File: src/rtl/seq_mon_pkg.sv
// Shared types, codewords and transition rules for the sequencer output monitor.
package seq_mon_pkg;

    typedef enum logic [2:0] {
        IDX_NONE = 3'd0,
        IDX_S1   = 3'd1,
        IDX_S2   = 3'd2,
        IDX_S3   = 3'd3,
        IDX_S4   = 3'd4,
        IDX_S5   = 3'd5
    } seq_idx_t;

    // Word layout: {terminal, out1[2:0], out2[2:0], even, odd}
    localparam logic [8:0] CW_S1 = 9'h069;
    localparam logic [8:0] CW_S2 = 9'h0B2;
    localparam logic [8:0] CW_S3 = 9'h05D;
    localparam logic [8:0] CW_S4 = 9'h0CE;
    localparam logic [8:0] CW_S5 = 9'h1A9;

    // With no history (prev == IDX_NONE) any valid word is accepted as a legal start.
    function automatic logic legal_step(seq_idx_t prev, seq_idx_t cur);
        logic ok;
        ok = 1'b0;
        if (cur == IDX_S1 || prev == IDX_NONE || cur == prev) begin
            ok = 1'b1;
        end else begin
            case (prev)
                IDX_S1:  ok = (cur == IDX_S2);
                IDX_S2:  ok = (cur == IDX_S3);
                IDX_S3:  ok = (cur == IDX_S4);
                IDX_S4:  ok = (cur == IDX_S5);
                IDX_S5:  ok = (cur == IDX_S3);
                default: ok = 1'b0;
            endcase
        end
        return ok;
    endfunction

endpackage

File: src/rtl/seq_word_decoder.sv
// Combinational decode of a 9-bit sequencer output word into a state index.
module seq_word_decoder
    import seq_mon_pkg::*;
(
    input  logic [8:0] word_i,
    output seq_idx_t   idx_o
);

    always_comb begin
        idx_o = IDX_NONE;
        case (word_i)
            CW_S1:   idx_o = IDX_S1;
            CW_S2:   idx_o = IDX_S2;
            CW_S3:   idx_o = IDX_S3;
            CW_S4:   idx_o = IDX_S4;
            CW_S5:   idx_o = IDX_S5;
            default: idx_o = IDX_NONE;
        endcase
    end

endmodule

File: src/rtl/sequencer_monitor.sv
// Passive checker: locks onto the sequencer output stream, flags bad words and
// illegal transitions, and counts errors and laps through S5.
module sequencer_monitor
    import seq_mon_pkg::*;
#(
    parameter int unsigned LOCK_LEN = 2,
    parameter int unsigned ERR_W    = 8,
    parameter int unsigned LAP_W    = 8
) (
    input  logic             clk,
    input  logic             reset,
    input  logic             terminal,
    input  logic [2:0]       out1,
    input  logic [2:0]       out2,
    input  logic             even,
    input  logic             odd,
    output logic [2:0]       state_idx,
    output logic             locked,
    output logic             illegal_word,
    output logic             illegal_step,
    output logic [ERR_W-1:0] err_count,
    output logic [LAP_W-1:0] lap_count
);

    typedef enum logic [0:0] {StUnlocked, StLocked} lock_state_e;

    localparam logic [3:0] LockLen = 4'(LOCK_LEN);

    lock_state_e      state_q, state_d;
    seq_idx_t         prev_q, prev_d;
    seq_idx_t         cur_idx;
    logic [3:0]       match_q, match_d;
    logic [2:0]       idx_q, idx_d;
    logic             iw_q, iw_d;
    logic             is_q, is_d;
    logic [ERR_W-1:0] err_q, err_d;
    logic [LAP_W-1:0] lap_q, lap_d;
    logic             valid;
    logic             step_ok;
    logic             err_inc;

    seq_word_decoder u_decoder (
        .word_i ({terminal, out1, out2, even, odd}),
        .idx_o  (cur_idx)
    );

    assign valid   = (cur_idx != IDX_NONE);
    assign step_ok = legal_step(prev_q, cur_idx);

    always_comb begin
        state_d = state_q;
        prev_d  = prev_q;
        match_d = match_q;
        idx_d   = cur_idx;
        iw_d    = 1'b0;
        is_d    = 1'b0;
        lap_d   = lap_q;
        err_inc = 1'b0;

        case (state_q)
            StUnlocked: begin
                if (!valid) begin
                    match_d = 4'd0;
                end else begin
                    prev_d = cur_idx;
                    if (!step_ok) begin
                        match_d = 4'd1;
                    end else if (match_q < LockLen) begin
                        match_d = match_q + 4'd1;
                    end
                    if (match_d >= LockLen) begin
                        state_d = StLocked;
                    end
                end
            end
            StLocked: begin
                if (!valid) begin
                    iw_d    = 1'b1;
                    err_inc = 1'b1;
                    match_d = 4'd0;
                    state_d = StUnlocked;
                end else begin
                    prev_d = cur_idx;
                    if (!step_ok) begin
                        is_d    = 1'b1;
                        err_inc = 1'b1;
                    end else if (prev_q != IDX_S5 && cur_idx == IDX_S5) begin
                        lap_d = lap_q + LAP_W'(1);
                    end
                end
            end
            default: state_d = StUnlocked;
        endcase

        err_d = err_q;
        if (err_inc && !(&err_q)) begin
            err_d = err_q + ERR_W'(1);
        end
    end

    always_ff @(posedge clk or posedge reset) begin
        if (reset) begin
            state_q <= StUnlocked;
            prev_q  <= IDX_NONE;
            match_q <= 4'd0;
            idx_q   <= 3'd0;
            iw_q    <= 1'b0;
            is_q    <= 1'b0;
            err_q   <= '0;
            lap_q   <= '0;
        end else begin
            state_q <= state_d;
            prev_q  <= prev_d;
            match_q <= match_d;
            idx_q   <= idx_d;
            iw_q    <= iw_d;
            is_q    <= is_d;
            err_q   <= err_d;
            lap_q   <= lap_d;
        end
    end

    assign state_idx    = idx_q;
    assign locked       = (state_q == StLocked);
    assign illegal_word = iw_q;
    assign illegal_step = is_q;
    assign err_count    = err_q;
    assign lap_count    = lap_q;

endmodule

File: config.mk
export PLATFORM = sky130hd
export DESIGN_NAME = sequencer_monitor
export DESIGN_NICKNAME = d
export VERILOG_FILES = /design/src/rtl/seq_mon_pkg.sv /design/src/rtl/seq_word_decoder.sv /design/src/rtl/sequencer_monitor.sv
export SDC_FILE = /design/constraint.sdc
export NUM_CORES = 1
export LEC_CHECK = 0
export ABC_AREA = 1
export BUFFER_PORTS_ARGS = -buffer_cell sky130_fd_sc_hd__buf_2
export CORE_MARGIN = 3
export CORE_UTILIZATION = 40
export CTS_BUF_LIST = sky130_fd_sc_hd__clkbuf_16
export CTS_CLUSTER_DIAMETER = 150
export DETAILED_ROUTE_END_ITERATION = 10
export PLACE_DENSITY_LB_ADDON = 0.12
export SYNTH_ARGS = -nofsm -noshare
export SYNTH_HDL_FRONTEND = slang
export SYNTH_SLANG_ARGS = --single-unit
export TNS_END_PERCENT = 30
File: constraint.sdc
create_clock -name clk -period 2.1 [get_ports clk]
set_clock_uncertainty 0.2 [all_clocks]
set_input_delay 0.63 -clock clk [delete_from_list [all_inputs] [get_ports clk]]
set_output_delay 0.63 -clock clk [all_outputs]
set_load 0.05 [all_outputs]
Word level (Yosys, flattened, before mapping). Index checks and enable logic that the tools add are counted.

Reduce and logical (&&, ||, !) cells: 10. Magnitude comparators: 2. Multiplexer cells: 22. Bitwise gates (word level): 1. Eq/ne operators: 18. Add/subtract/negate cells: 3.

Operators by type and width (number): two-way mux 4 bit (6); equality test 9 x 7 -> 1 bit (second input constant) (2); equality test 9 x 8 -> 1 bit (second input constant) (2); adder 8 x 1 -> 8 bit (second input constant) (2); case mux 3 bit (5 select lines) (1); equality test 3 x 2 -> 1 bit (second input constant) (4); equality test 3 bit (second input constant) (4); two-way mux 1 bit (11); equality test 9 bit (second input constant) (1); case mux 4 bit (2 select lines) (1); AND reduction 8 bit (1); equality test 3 x 1 -> 1 bit (second input constant) (2); adder 4 x 1 -> 4 bit (second input constant) (1); greater-or-equal comparator 4 x 2 -> 1 bit (second input constant) (1); less-than comparator 4 x 2 -> 1 bit (second input constant) (1); case mux 1 bit (4 select lines) (1); AND reduction 4 bit (1); equality test 3 bit (1); zero test 3 bit (1); two-way mux 3 bit (1); != test 3 bit (second input constant) (1); nonzero test 3 bit (1); logical AND 1 bit (2); logical OR 1 bit (2); 5 further kinds (5).

Flip-flop bits (word level): 29. Output and inout port bits: 22. Logic and storage cells: 64. Input port bits: 11.

Depth between registers and ports, before layout. Gate-level depths: netlist (run 1).

Depth after elaboration: 13. Gate-level depth with buffers: 16. Depth with buffers taken out: 16.

Cells and area by module. Synthesis (run 1) repeated with hierarchy kept, for this count alone.

Cell total of the unflattened synthesis: 232. Area total of the unflattened synthesis: 1722.9 sq um.

By module, submodules not included: sequencer_monitor (cells an instance 199, sequential area each 725.7 sq um, instances 1, area each 1586.5 sq um); seq_word_decoder (cells an instance 33, sequential area each 0.0 sq um, instances 1, area each 136.4 sq um).

Least setup slack after synthesis (run 1). Ideal clock, no wire load.

Path type: input -> register. Start point: input port even. End point: register lap_q[3] (netlist: lap_count[3]). Setup slack: 61 ps. Arrival time: 1719 ps. Required time: 1780 ps. Path buffers: 0. Library setup time: 120 ps. Stages on the path: 12. Path through: inv_2 -> nand3_1 -> nor2_2 -> nand2_4 -> nand2_2 -> inv_2 -> o21ai_2 -> nor2_4 -> nor2_8 -> nand3_1 -> nand2_1 -> nand2_1.

Cells in the longest elaborated chain, start to end: 7. Elaborated cells on any way between the ends: 19. Classes of those cells: 11 x eq/ne; 3 x mux; 5 x reduce/logical.

Ends and longest elaborated chain: from (decl) (line sequencer_monitor.sv:15) `input logic even,`; equality test 9 bit, or another cell as far along (line seq_word_decoder.sv:11) `case (word_i)`; case mux 3 bit (5 select lines) (*) (line seq_word_decoder.sv:11); net cur_idx[1] (line sequencer_monitor.sv:31) `seq_idx_t cur_idx;`; branches (longest 4 deep; another with case mux 1 bit (4 select lines)); AND reduction 4 bit (no source line) (*); to (signal assigned) (line sequencer_monitor.sv:119) `lap_q <= lap_d;`; to (decl) (line sequencer_monitor.sv:37) `logic [LAP_W-1:0] lap_q, lap_d;`.

Mark *: on every way through the listed nets, which the timed path passes. A chain may end at the register's enable or synchronous reset.

Final worst setup path (run 1).
Start point: input port out1[2]. End point: register err_q[3] (netlist: err_count[3]).

Cells in the longest elaborated chain, start to end: 10. Elaborated cells on any way between the ends: 21. Classes of those cells: 11 x eq/ne; 6 x mux; 4 x reduce/logical.

Ends and longest elaborated chain: from (decl) (line sequencer_monitor.sv:13) `input logic [2:0] out1,`; equality test 9 bit, or another cell as far along (line seq_word_decoder.sv:11); case mux 3 bit (5 select lines) (*) (line seq_word_decoder.sv:11); net cur_idx[1] (line sequencer_monitor.sv:31); branches (longest 5 deep; another with case mux 1 bit (4 select lines)); two-way mux 1 bit (*) (line sequencer_monitor.sv:77) `if (!valid) begin`; two-way mux 1 bit (*) (line sequencer_monitor.sv:60) `case (state_q)`; logical AND 1 bit (*) (line sequencer_monitor.sv:96) `if (err_inc && !(&err_q)) begin`; to (signal assigned) (line sequencer_monitor.sv:118) `err_q <= err_d;`; to (decl) (line sequencer_monitor.sv:36) `logic [ERR_W-1:0] err_q, err_d;`.

Marks and branches as above.

==> results.py, run 1 <==
metrics = {
    "logic_synthesis": {
        "async_flop_share_pct": 100,
        "synthDominantCellAreaShare_pct": 40.3,
        "synth-edff-count": 0,
        "synth.most_common_cell": "nand2_1",
        "syn-cell-area_sq_um": 1800,
        "yosysWarnings": 0,
        "ys_seq_elements": 29,
        "synth_cell_types": 31,
        "syn_area_per_cell_sq_um": 7.73,
        "synth_area_leaders": "dfrtp_1 40%, nand2_1 13%, nand3_1 9.2%, inv_1 5.2%, xnor2_1 4.4%",
        "netlist_instances": 233,
        "synth_largest_area_cell": "dfrtp_1",
        "synth_ff_type": "dfrtp_1",
        "synth_nets": 247,
        "netlist_top_cells_count": "63 x nand2_1, 33 x nand3_1, 29 x dfrtp_1",
        "yosysSeqAreaShare_pct": 40.3,
    },
    "cts": {
        "cts.sinks": 29,
        "clock_latency_ns": 0.27,
        "htreeDepth": 2,
        "cts_tree": "yes",
        "numCtsBuffers": 5,
        "path_clk_slew_ns": 0.05,
        "cts_buffer_depth": 2,
        "cts-root-buf": "clkbuf_16",
    },
    "power": {
        "p_leak_nw": 1.43,
        "power_mw": 1.51,
        "worst_ir_drop_vdd_uv": 307,
        "p_per_area_nw_per_um2": 592,
    },
    "timing": {
        "hold-worst-slack_ns": 0.220,
        "fin_ws_ns": 0.0384,
        "finalHoldViolCount": 0,
        "clock.fmax_ghz": 0.485,
        "rsz0062_at_grt": "true",
        "maxSlewHeadroom_pct": 75.3,
        "period_share_pct": 98.2,
        "finalSetupViolations": 0,
        "fin_crit_ns": 2.06,
        "worst_pin_slew_ns": 0.370,
        "finalSetupTns_ns": 0,
        "drv_slew": 0,
    },
    "global_routing": {
        "antenna_found_initial": 0,
        "grtUsageTotal_pct": 16.9,
        "grt_pass1_vias": 1607,
        "grt_max_degree": 30,
        "grt_pass1_wl_mm": 7.05,
        "grt_overflow": 0,
    },
    "route": {
        "firstDrtPassIters": 4,
        "routed_via_density": 5.02,
        "drc": 0,
        "ant_nets": 0,
        "dr_total_vias": 1753,
        "wl_mm": 4.29,
        "routedWlPerCell_microns": 12.3,
        "drtIter0Drc": 103,
    },
    "placement": {
        "portBuffers": 32,
        "post-place-ws_ns": -0.257,
        "placed_area_sq_um": 2190,
        "dp_hpwl_mm": 2.96,
        "gp_congestion": 0.807,
    },
    "die": {
        "dieWidth_microns": 73.1,
        "pin_count": 33,
        "start_util_pct": 43.2,
        "core_sq_um": 4170,
        "die_area_sq_um": 5350,
        "rows": 23,
        "die_h_microns": 73.1,
    },
    "cells_and_area": {
        "layout-drive-gt1-share_pct": 39.5,
        "syn2layout_area_growth_pct": 41.5,
        "final_nets": 312,
        "final_area_sq_um": 2550,
        "antennaDiodeCount": 0,
    },
    "setup_path": {
        "path_class": "in2reg",
        "crit_path_end_kind": "flop",
        "start_kind": "primary input",
        "cp_data_arrival_time_ns": 2.02,
        "cp.required_ns": 2.05,
        "path_max_fanout": 8,
    },
    "job": {
        "maxCapViolCount": 0,
    },
    "hold_path": {
        "hp-class": "in2async",
    },
    "status": {
        "status": "complete, no violations",
    },
}
through the flow:
| step | utilization [%] | instances |
|---|---|---|
| after floorplan | - | 233 |
| after global placement | 52.6 | 338 |
| after detailed placement | 52.6 | 338 |
| after CTS | 55.9 | 346 |
| after global routing | 61.1 | 349 |
| final | 61.1 | 349 |
cells in the final DEF, fill, tap and decap left out, types with 5 or more instances in the layout:
cell type | synthesis | final
nand2_2 | 5 | 11
nand2_4 | 3 | 7
nand4_1 | 10 | 10
xnor2_1 | 9 | 9
buf_4 | 1 | 31
nand3_1 | 33 | 25
clkbuf_16 | 0 | 5
buf_2 | 0 | 26
inv_2 | 5 | 6
inv_1 | 25 | 21
nor2_1 | 15 | 11
nand2_1 | 63 | 51
nor2_4 | 2 | 5
dfrtp_1 | 29 | 29
nand3_2 | 0 | 6
metal layers:
metal	routed length, microns	vias to the layer above	track usage (%)	share of wire, %
met1	1940	804	22.3	45
met4	92	0	5.94	2.1
li1	-	891	-	-
met2	2020	47	26.4	47
met5	0	-	0	0
met3	231	11	4.68	5.4
kinds of logic (layout without fill, tap and decap cells):
| logic type | Yosys count | after routing | synth area share [%] |
|---|---|---|---|
| adder cells (fa/ha/maj) | 3 | 3 | 2.08 |
| AO/OA/AOI/OAI | 14 | 14 | 5.14 |
| buffers and inverters | 33 | 99 | 7.50 |
| AND/OR/NAND/NOR | 141 | 141 | 38.7 |
| flip-flops | 29 | 29 | 40.3 |
| XOR/XNOR | 13 | 13 | 6.32 |
where the power goes:
part / switching [mW] / internal (mW) / total (mW)
Clock: 0.238 / 0.427 / 0.665
Combinational: 0.148 / 0.0966 / 0.245
Sequential: 0.0248 / 0.575 / 0.600
Total: 0.411 / 1.10 / 1.51
worst paths after layout:
check	from	to	slack [ns]	cells after the start
setup / recovery	out1[2]	err_count[3]$_DFFE_PP0P_	0.04	15
hold / removal	reset	lap_count[7]$_DFFE_PP0P_	0.22	3
setup reg to reg	prev_q[2]$_DFFE_PP0N_	err_count[3]$_DFFE_PP0P_	0.12	12
hold reg to reg	err_count[1]$_DFFE_PP0P_	err_count[1]$_DFFE_PP0P_	0.32	2
max in group asynchronous	reset	err_count[2]$_DFFE_PP0P_	1.20	3
min in group clk	err_count[1]$_DFFE_PP0P_	err_count[1]$_DFFE_PP0P_	0.32	2
worst max-delay path, stage by stage:
cell	delay, ns
buf_2	0.13
inv_2	0.07
nand3_4	0.07
nor2_4	0.14
nand2_4	0.10
nand2_4	0.10
nand2_1	0.05
nand2_1	0.06
nor2_1	0.04
nand2_1	0.10
nand3_4	0.14
nand2_8	0.13
nand2_8	0.09
nand2_2	0.09
nand2_1	0.06
what timing repair did:
action	4_1_cts	5_1_grt
hold buffers	0	0
endpoints found under the setup margin	0	21
buffers inserted	0	3
resized for setup	0	55
final cells by class:
class | instances | area (sq um)
clock buffers | 5 | 125
clock inverters | 3 | 12.5
fillers | 379 | 1620
inverters | 31 | 124
multi-input cells | 171 | 1100
flip-flops and latches | 29 | 726
well taps | 50 | 62.6
repair buffers | 60 | 397
state kept, by name (all words and copies together) (netlist names):
signal,flops
err_count,8
illegal_step,1
illegal_word,1
lap_count,8
locked,1
match_q,4
prev_q,3
state_idx,3
(Power assumes the default switching activity.)
==> inputs of run 2 (changes only) <==
- CORE_MARGIN: 3 -> default
==> run 2 against run 1 <==
  * Wire length shrank 6.3%
  * Final cell count fell by 0.57%
  * Fmax grew 4.5%
  * Count of clock-buffer cells in the layout unchanged
  * Largest power group unchanged
  * Highest routed layer unchanged
  * Critical endpoint is now err_count[1]$_DFFE_PP0P_
==> results.py, run 2 (same netlist as run 1, synthesis figures left out) <==
metrics = {
    "status": {
        "status": "complete, no violations",
    },
    "power": {
        "p_clk_share_pct": 44.7,
        "swShare_pct": 27.0,
        "p_per_area_nw_per_um2": 611,
        "p_int_mw": 1.10,
        "combPwrFrac_pct": 15.4,
        "switchingPower_mw": 0.405,
        "power_frac_seq_pct": 39.9,
        "worst_ir_drop_vdd_uv": 315,
        "p_leak_nw": 1.42,
    },
    "setup_path": {
        "start_kind": "primary input",
        "path_cells": "buf_6, inv_2, nand3_4, nor2_4, nand2_2, nand2_2, nor2_1, nor2_2, nand2_2, nand3_4, nand2_4, buf_6, nand3_1, nand2_1",
        "ff2ff_path_depth": 12,
        "endpoint": "err_count[1]$_DFFE_PP0P_",
        "path_max_fanout": 8,
        "crit_top_cell": "nand2_2",
        "cp-startpoint": "even",
        "path_class": "in2reg",
        "r2r-end": "err_count[3]$_DFFE_PP0P_",
        "slowest_delay_ns": 0.17,
        "cp.required_ns": 2.06,
        "cp_data_arrival_time_ns": 1.94,
        "slowest_stage": "nor2_4",
        "r2r_slack_ns": 0.23,
        "crit_path_end_kind": "flop",
        "r2r-start": "prev_q[2]$_DFFE_PP0N_",
    },
    "job": {
        "maxCapViolCount": 0,
    },
    "global_routing": {
        "grtUsageTotal_pct": 17.8,
        "grt_pass1_vias": 1604,
        "grt_max_degree": 30,
        "grt_pass1_wl_mm": 6.98,
        "grt_overflow": 0,
        "antenna_found_initial": 0,
    },
    "cells_and_area": {
        "antennaDiodeCount": 0,
        "mostFrequentLayoutCells": "55 x nand2_1, 29 x dfrtp_1, 28 x buf_2",
        "nFillCells": 419,
        "seq_area_sq_um": 726,
        "layout_commonest_cell": "nand2_1",
        "final_core_util_pct": 56.4,
        "layout-drive-gt1-share_pct": 36.6,
        "final_nets": 308,
        "multi_input_area_sq_um": 1040,
        "syn2layout_area_growth_pct": 36.4,
    },
    "route": {
        "routedWlPerCell_microns": 11.6,
        "drc": 0,
        "ant_nets": 0,
        "wl_met3_microns": 165,
        "drtIter0Drc": 86,
        "drt-met1-wl_mm": 1.86,
        "met2_length_mm": 1.94,
        "dr_total_vias": 1735,
        "highest_layer": "met4",
        "firstDrtPassIters": 4,
        "routed_via_density": 5.00,
        "wl_mm": 4.02,
    },
    "die": {
        "start_util_pct": 41.4,
        "die_h_microns": 69.1,
        "die_area_sq_um": 4780,
        "pin_count": 33,
        "core_sq_um": 4350,
        "rows": 24,
        "dieWidth_microns": 69.1,
    },
    "cts": {
        "cts_hold_buf": 0,
        "cts.sinks": 29,
        "cts_tree": "yes",
        "path_clk_slew_ns": 0.05,
        "clock_latency_ns": 0.27,
        "htreeDepth": 2,
        "cts-root-buf": "clkbuf_16",
        "cts_buffer_depth": 2,
        "numCtsBuffers": 5,
        "post-cts-setup-buffers": 0,
    },
    "timing": {
        "finalSetupViolations": 0,
        "fin_crit_ns": 1.97,
        "finalSetupTns_ns": 0,
        "finalHoldViolCount": 0,
        "clock.fmax_ghz": 0.507,
        "fin_ws_ns": 0.128,
        "worst_pin_slew_ns": 0.375,
        "period_share_pct": 93.9,
        "drv_slew": 0,
        "maxSlewHeadroom_pct": 75.0,
        "hold-worst-slack_ns": 0.230,
    },
    "placement": {
        "post-place-ws_ns": -0.223,
        "portBuffers": 32,
        "dp_hpwl_mm": 2.91,
        "gp_congestion": 0.821,
    },
    "hold_path": {
        "hp-class": "in2async",
    },
}
## run 2: cell count changes in the layout (fill, tap and decap cells not counted), moves of 2 or more
cell,previous run,this run
buf_4,31,23
inv_2,6,8
nand2_8,2,0
buf_2,26,28
inv_4,3,1
nand2_1,51,55
## run 2: power groups by stage
stage	clock, mW	sequential (mW)	combinational (mW)
detailed placement	0	0.606	0.207
global route	0.708	0.600	0.261
floorplan	0	0.603	0.143
CTS	0.691	0.597	0.207
global placement	0	0.607	0.208
finish	0.671	0.598	0.232
## run 2: critical path: cells and delay by family
| kind | cells | cell delay [ns] |
|---|---|---|
| buf+inv | 3 | 0.30 |
| simple gates | 11 | 1.00 |
## run 2: layer usage
layer  vias up  track usage [%]
li1        883                -
met1       814             23.2
met2        32             29.0
met3         6             4.24
met4         0             6.12
met5         -                0
## run 2: area by class of cell
| type | instances | area share (%) |
|---|---|---|
| clock buffers | 5 | 5.09 |
| clock inverters | 3 | 0.509 |
| multi-input cells | 171 | 42.5 |
| flip-flops and latches | 29 | 29.5 |
| well taps | 52 | 2.65 |
| inverters | 31 | 4.84 |
| repair buffers | 56 | 14.9 |
## run 2: worst min-delay path by stage
stage	slack, ns	to	depth (start not counted)
floorplan	0.29	match_q[3]$_DFFE_PP0N_	1
global placement	0.31	lap_count[7]$_DFFE_PP0P_	2
detailed placement	0.31	lap_count[7]$_DFFE_PP0P_	2
CTS	0.25	match_q[0]$_DFFE_PP0N_	3
global route	0.27	prev_q[0]$_DFFE_PP0N_	3
finish	0.23	prev_q[0]$_DFFE_PP0N_	3
## run 2: metrics by stage
stage          instance area [sq um]  instances  power [mW]
2_1_floorplan                   1800        233       0.745
3_3_place_gp                    2190        339       0.816
3_5_place_dp                    2190        339       0.813
4_1_cts                         2330        347        1.49
5_1_grt                         2460        347        1.57
6_report                        2460        347        1.50
## run 2: repair_timing
item	in CTS	in global routing
endpoints found under the setup margin	0	17
hold endpoints to repair	0	0
resized for setup	0	39
